`config.mk`:
```
export PLATFORM = sky130hd
export DESIGN_NAME = enemy_ai_scheduler
export DESIGN_NICKNAME = d
export VERILOG_FILES = /design/src/rtl/ai_pkg.sv /design/src/rtl/ai_frame_divider.sv /design/src/rtl/enemy_ai_scheduler.sv
export SDC_FILE = /design/constraint.sdc
export NUM_CORES = 1
export LEC_CHECK = 0
export ABC_AREA = 1
export CELL_PAD_IN_SITES_DETAIL_PLACEMENT = 2
export CELL_PAD_IN_SITES_GLOBAL_PLACEMENT = 2
export CORE_MARGIN = 3
export CORE_UTILIZATION = 16
export CTS_BUF_LIST = sky130_fd_sc_hd__clkbuf_2 sky130_fd_sc_hd__clkbuf_4 sky130_fd_sc_hd__clkbuf_8
export DETAILED_ROUTE_END_ITERATION = 8
export PLACE_DENSITY = 0.81
export SLEW_MARGIN = 20
export SYNTH_ARGS = -nofsm -noshare
export SYNTH_HDL_FRONTEND = slang
export SYNTH_SLANG_ARGS = --single-unit
```
`constraint.sdc`:
```
create_clock -name CLOCK_50 -period 1.3 [get_ports CLOCK_50]
set_input_delay 0.13 -clock CLOCK_50 [delete_from_list [all_inputs] [get_ports CLOCK_50]]
set_output_delay 0.13 -clock CLOCK_50 [all_outputs]
set_load 0.02 [all_outputs]
```
`src/rtl/ai_pkg.sv`:
```
// rtl/ai_pkg.sv - state encoding and coordinate types shared by the AI scheduler and chase unit
package ai_pkg;

  localparam int COORD_W = 9;

  typedef logic [COORD_W-1:0] coord_t;

  typedef enum logic [2:0] {
    ST_IDLE,
    ST_CAPTURE,
    ST_READ,
    ST_LOAD,
    ST_WRITE,
    ST_DONE,
    ST_SKIP
  } ai_state_t;

endpackage

```
`src/rtl/ai_frame_divider.sv`:
```
// rtl/ai_frame_divider.sv - counts accepted frame ticks modulo MOVE_PERIOD; fires on the tick seen at count 0
module ai_frame_divider #(
  parameter int MOVE_PERIOD = 4
) (
  input  logic clk,
  input  logic rst,
  input  logic tick,
  output logic fire
);

  localparam int CNT_W = (MOVE_PERIOD > 1) ? $clog2(MOVE_PERIOD) : 1;

  logic [CNT_W-1:0] cnt_q, cnt_d;

  always_comb begin
    cnt_d = cnt_q;
    if (tick) begin
      cnt_d = (cnt_q == CNT_W'(MOVE_PERIOD - 1)) ? '0 : cnt_q + 1'b1;
    end
  end

  // The pass is keyed on the pre-increment value so the first tick after reset fires.
  assign fire = tick && (cnt_q == '0);

  always_ff @(posedge clk) begin
    if (rst) begin
      cnt_q <= '0;
    end else begin
      cnt_q <= cnt_d;
    end
  end

endmodule

```
`src/rtl/enemy_ai_scheduler.sv`:
```
// rtl/enemy_ai_scheduler.sv - walks the enemy position buffer once per AI pass (read, chase, write back)
// Optional AI_ALIVE_MASK_EN adds ENEMY_ALIVE and a one-cycle SKIP for dead slots.
module enemy_ai_scheduler
  import ai_pkg::*;
#(
  parameter int NUM_ENEMIES = 8,
  parameter int MOVE_PERIOD = 4
) (
  input  logic                           CLOCK_50,
  input  logic                           RESET_H,
  input  logic                           FRAME_START,
  output logic                           GET_PLAYER_POS,
  output logic                           RUN_AI,
  output logic [$clog2(NUM_ENEMIES)-1:0] BUF_ADDR,
  output logic                           BUF_RD,
  output logic                           BUF_WR,
  input  logic [COORD_W-1:0]             BUF_RDATA_X,
  input  logic [COORD_W-1:0]             BUF_RDATA_Y,
  output logic [COORD_W-1:0]             TARGET_X,
  output logic [COORD_W-1:0]             TARGET_Y,
  input  logic [COORD_W-1:0]             NEW_ENEMY_X,
  input  logic [COORD_W-1:0]             NEW_ENEMY_Y,
  output logic [COORD_W-1:0]             BUF_WDATA_X,
  output logic [COORD_W-1:0]             BUF_WDATA_Y,
  output logic                           BUSY,
  output logic                           DONE,
`ifdef AI_ALIVE_MASK_EN
  input  logic [NUM_ENEMIES-1:0]         ENEMY_ALIVE,
`endif
  output logic                           MISSED
);

  localparam int SLOT_W = $clog2(NUM_ENEMIES);

  ai_state_t         state_q, state_d;
  logic [SLOT_W-1:0] slot_q, slot_d;
  coord_t            target_x_q, target_x_d;
  coord_t            target_y_q, target_y_d;
  logic              missed_q, missed_d;

  logic              frame_tick;
  logic              pass_fire;
  logic              last_slot;
  logic [SLOT_W-1:0] slot_inc;
  logic              alive_first;
  logic              alive_next;

  // Frames arriving mid-pass are dropped and must not shift the AI cadence.
  assign frame_tick = FRAME_START && (state_q == ST_IDLE);

  ai_frame_divider #(
    .MOVE_PERIOD(MOVE_PERIOD)
  ) u_frame_divider (
    .clk (CLOCK_50),
    .rst (RESET_H),
    .tick(frame_tick),
    .fire(pass_fire)
  );

  assign last_slot = (slot_q == SLOT_W'(NUM_ENEMIES - 1));
  assign slot_inc  = slot_q + 1'b1;

`ifdef AI_ALIVE_MASK_EN
  assign alive_first = ENEMY_ALIVE[0];
  assign alive_next  = ENEMY_ALIVE[slot_inc];
`else
  assign alive_first = 1'b1;
  assign alive_next  = 1'b1;
`endif

  always_comb begin
    state_d    = state_q;
    slot_d     = slot_q;
    target_x_d = target_x_q;
    target_y_d = target_y_q;
    missed_d   = FRAME_START && (state_q != ST_IDLE);
    case (state_q)
      ST_IDLE: begin
        if (pass_fire) begin
          state_d = ST_CAPTURE;
          slot_d  = '0;
        end
      end
      ST_CAPTURE: state_d = alive_first ? ST_READ : ST_SKIP;
      ST_READ:    state_d = ST_LOAD;
      ST_LOAD: begin
        target_x_d = BUF_RDATA_X;
        target_y_d = BUF_RDATA_Y;
        state_d    = ST_WRITE;
      end
      ST_WRITE, ST_SKIP: begin
        if (last_slot) begin
          state_d = ST_DONE;
        end else begin
          slot_d  = slot_inc;
          state_d = alive_next ? ST_READ : ST_SKIP;
        end
      end
      ST_DONE: state_d = ST_IDLE;
      default: state_d = ST_IDLE;
    endcase
  end

  always_ff @(posedge CLOCK_50) begin
    if (RESET_H) begin
      state_q    <= ST_IDLE;
      slot_q     <= '0;
      target_x_q <= '0;
      target_y_q <= '0;
      missed_q   <= 1'b0;
    end else begin
      state_q    <= state_d;
      slot_q     <= slot_d;
      target_x_q <= target_x_d;
      target_y_q <= target_y_d;
      missed_q   <= missed_d;
    end
  end

  assign GET_PLAYER_POS = (state_q == ST_CAPTURE);
  assign BUF_RD         = (state_q == ST_READ);
  assign BUF_WR         = (state_q == ST_WRITE);
  assign RUN_AI         = (state_q == ST_WRITE);
  assign BUF_ADDR       = slot_q;
  assign TARGET_X       = target_x_q;
  assign TARGET_Y       = target_y_q;
  assign BUF_WDATA_X    = NEW_ENEMY_X;
  assign BUF_WDATA_Y    = NEW_ENEMY_Y;
  assign BUSY           = (state_q != ST_IDLE);
  assign DONE           = (state_q == ST_DONE);
  assign MISSED         = missed_q;

endmodule

```
-- Yosys cells after proc, flatten, opt, wreduce, memory -nomap -nowiden
Index checks and enable logic that the tools add are counted.
- flip-flop bits (word level): 27
- logic and storage cells: 34
- add/sub/neg operators: 2
- equal/unequal tests: 10
- mux-type cells: 7
- reduce and logical (&&, ||, !) cells: 9
- operators with widths (operator ; count):
    3-bit one-hot mux with 5 select lines ; 1
    3-bit == test (second input constant) ; 4
    3-bit 2-to-1 mux ; 4
    3-bit by 2-bit == test with 1-bit output (second input constant) ; 2
    3-bit one-hot mux with 2 select lines ; 1
    2-bit != test (second input constant) ; 2
    3-bit by 1-bit adder with 3-bit output (second input constant) ; 1
    3-bit by 1-bit == test with 1-bit output (second input constant) ; 1
    1-bit logical AND ; 3
    3-bit logical NOT ; 1
    3-bit AND reduction ; 1
    3-bit nonzero test ; 1
    2-bit by 1-bit adder with 2-bit output (second input constant) ; 1
    2-bit == test (second input constant) ; 1
    2-bit logical NOT ; 1
    2-bit 2-to-1 mux ; 1
    2-bit nonzero test ; 1
    2-bit OR reduction ; 1

-- Longest topological paths before layout
- depth after elaboration: 5
- gate-level depth with buffers: 8
- gate-level depth less buffers: 8

-- Cells and area by module
Synthesis repeated with hierarchy kept, for this count alone.
- cells, all modules: 170
- area, all modules: 1288.7 um2
- modules (own cells, without submodules) (module ; times used ; cells each ; area each (um2)):
    enemy_ai_scheduler ; 1 ; 152 ; 1164.9
    ai_frame_divider ; 1 ; 18 ; 123.9

-- Least setup slack after synthesis
No wires, ideal clock.
- kind: flip-flop to flip-flop
- start point: reg slot_q[0] (netlist: BUF_ADDR[0])
- end point: reg slot_q[0] (netlist: BUF_ADDR[0])
- setup time: 0.115 ns
- data arrival time: 1.230 ns
- data required time: 1.185 ns
- slack: -0.045 ns
- cell stages (with the launch flop): 9
- path buffers: 0
- path through: dfxtp_1 > ha_1 > ha_1 > inv_1 > nand3_1 > nand2_1 > nand3_1 > nand2_1 > nor2_1
- cells in the longest elaborated chain, start to end: 3
- elaborated cells between the ends (all ways): 6
- classes of those cells: add/sub: 1; eq/ne: 2; mux: 2; reduce/logical: 1
- RTL lines (element ; RTL line ; RTL):
    from (decl) ; enemy_ai_scheduler.sv:36 ; logic [SLOT_W-1:0] slot_q, slot_d;
    from (signal assigned) ; enemy_ai_scheduler.sv:113 ; slot_q <= slot_d;
    3-bit by 1-bit adder with 3-bit output / 3-bit == test (equally long branches) ; enemy_ai_scheduler.sv:61, enemy_ai_scheduler.sv:60 ;
    3-bit 2-to-1 mux / 2-bit != test (equally long branches) ; n/a ;
    3-bit one-hot mux with 2 select lines / 3-bit AND reduction (equally long branches) ; n/a ;
Several ways; a longest one is shown, not always the timed one. The select of a mux whose other input is x is not followed.
A chain may end at the register's enable or synchronous reset.

-- Worst setup path in the final report
Same ends and word-level chain as after synthesis.

==> results.md <==
- Power, Total: 2.96 mW
- Number of global-route vias before repair: 1322
- DRC: 0
- Port Buffers: 48
- Mux share of post-synthesis cell area: 0
- Top Layer Used: met4
- Global-route wire length before repair: 6220 um
- Clock root buffer master: clkbuf_8
- Detail Route Antenna Nets: 0
- Met3 routed WL: 214 um
- Fin nets: 257
- Compound-Gate Fraction of Synth Area: 0.0983
- Worst rel slew slack: 0.841
- Detailed-route wire length per cell: 13.1 um
- Syn_area_per_cell: 7.62 um^2
- Synth top area cells: dfxtp_1 42%, nor2_1 12%, buf_4 11%
- Syn nets: 210
- XOR/XNOR share of the synthesized area: 0
- Crit start category: flop
- Clock latency on the worst-skew pair: 0.27 ns
- Final TNS setup: -0.0238 ns
- Die ar.: 9060 um^2
- Hold Vio Cnt, Final: 0
- Placed instance area: 1810 um^2
- Simple-gate share of the synthesized area: 0.245
- Drt total wl: 4100 um
- Rows: 31
- Worst-path fanout max: 6
- Total GRT Usage: 0.0872
- Cells after Synth: 167
- Synth Area in Adders: 0.0393
- Detailed Route Iter0 Violations: 19
- Ant. Diodes: 0
- Register area share after synthesis: 0.425
- Met2 wire length: 2190 um
- Post-CTS Hold Buffers: 0
- Worst-path clk slew: 0.10 ns
- Fraction of layout cells with a size suffix above 1: 0.296
- Worst setup margin: -0.0238 ns
- Routability Congestion: 0.745
- # setup viols final: 1
- Max-slew violations: 0
- DP Wirelength: 3070 um
- Worst hold path type: in2out
- Pre-Repair DR Iteration Count: 3
- CTS tree: yes
- Tcrit/Tclk final: 1.02
- CTS Sinks: 27
- RSZ-0062 raised after global routing: true
- Die Span Y: 95.2 um
- Post-place setup slack: -0.113 ns
- Status: finished, violations left
- Core ar.: 7490 um^2
- P&R area growth vs syn: 52.7%
- Pwr/cell area: 1520 nW/um^2
- Max-cap viol count: 0
- Synthesized cell area: 1270 um^2
- Peak supply drop: 0.669 mV
- Worst Clk Skew: 0.00317 ns
- Hold Slack: 0.260 ns
- Die outline width: 95.2 um
- Post-route cell area: 1940 um^2
- Routed via count: 1203
- FF+latch count, synth: 27
- Area leader, netlist: dfxtp_1
- CP arrival: 1.49 ns
- Top-count cell post-synth: nor2_1
- Required time of the critical path: 1.46 ns
- Synth Flop Type: dfxtp_1
- Cts bufs inserted: 3
- Failing checks: negative setup slack
- Final min period: 1.32 ns
- Via density: 3.86
- EDFF count, synth: 0
- Num ports: 85
- CP Class: reg2reg
- Post-synth cell types: 17
- Crit. End Element: flop
- Commonest cells in the netlist: 41 x nor2_1, 27 x dfxtp_1, 20 x o21ai_0
- Largest net degree at the start of global routing: 21
- Main combinational cell family by area after synthesis: simple AND/OR/NAND/NOR gates
- Fraction of registers with async set/reset: 0
- Starting Density: 0.170
- Maximum buffer depth of the clock tree: 2
- Initial antenna violation count: 0
- Static Leakage: 0.889 nW
- Peak Freq: 755 MHz
- Gr ovfl total: 0
- Worst-margin pin slew: 0.240 ns
- H-tree Lvls: 1
- Synth warnings: 0
- Met1 WL: 1680 um
- Synth top area share: 0.425
[metrics by stage]
| step | util | cells |
|---|---|---|
| 2_1_floorplan | - | 167 |
| 3_5_place_dp | 0.242 | 304 |
| 5_1_grt | 0.260 | 312 |
| 3_3_place_gp | 0.242 | 304 |
| 6_report | 0.260 | 312 |
| 4_1_cts | 0.244 | 309 |
[layer usage]
layer,vias to the layer above,GRT usage
li1,601,-
met1,568,0.0996
met3,4,0.0174
met5,-,0
met4,0,0.0252
met2,30,0.162
[critical path, stage by stage, from the launching register on]
cell	delay (ns)
dfxtp_2	0.34
ha_2	0.18
ha_2	0.18
inv_2	0.08
nand3_4	0.09
nand2_4	0.12
nand3_1	0.09
nand2_1	0.08
nor2_1	0.06
[power breakdown]
| part | internal [mW] | total (mW) | switching (mW) |
|---|---|---|---|
| Sequential | 0.978 | 1.08 | 0.101 |
| Clock | 0.240 | 0.507 | 0.266 |
| Combinational | 0.580 | 1.37 | 0.789 |
[cells in the final DEF, fill, tap and decap left out, types with 2 or more instances in the layout]
master           instances
nor2_4                   2
buf_6                    3
nand3_4                  2
ha_1                     2
dlygate4sd2_1           22
a21oi_2                  2
nor2_1                  36
nand2_1                 10
o21ai_0                 20
buf_2                    3
nand3_2                  2
nor2_2                  10
inv_2                    4
inv_1                    8
nand2_2                  2
nand3_1                  6
dfxtp_2                  4
ha_2                     2
clkdlybuf4s50_1         20
buf_4                   17
clkbuf_8                 3
a21oi_1                  3
dfxtp_1                 22
[worst paths after layout]
kind	cells past startpoint	from	end	slack (ns)
max reg2reg	8	BUF_ADDR[0]	BUF_ADDR[0]	-0.02
max	8	BUF_ADDR[0]	BUF_ADDR[0]	-0.02
min reg2reg	2	TARGET_X[7]	TARGET_X[7]	0.49
min	0	NEW_ENEMY_Y[2]	BUF_WDATA_Y[2]	0.26
[cell families (layout without fill, tap and decap cells)]
group | after synthesis | after routing
flip-flops | 27 | 27
buffers and inverters | 38 | 84
AO/OA/AOI/OAI | 25 | 25
adder cells (fa/ha/maj) | 4 | 4
AND/OR/NAND/NOR | 73 | 73
[area by class of cell]
type | count | area, um^2
clock buffer | 4 | 48.8
fill | 873 | 5540
inverter | 14 | 62.6
multi-input combinational | 102 | 569
sequential | 27 | 549
tap | 99 | 124
timing repair buffer | 66 | 589
[flip-flops by register name (all words and copies together) (netlist names)]
register,count
BUF_ADDR,3
MISSED,1
TARGET_X,9
TARGET_Y,9
state_q,3
u_frame_divider.cnt_q,2
[what timing repair did]
action / CTS / global route
endpoints found under the setup margin: 32 / 12
pin swaps: 0 / 3
gates resized for setup: 47 / 35
setup buffers: 1 / 3
(Power assumes the default switching activity.)
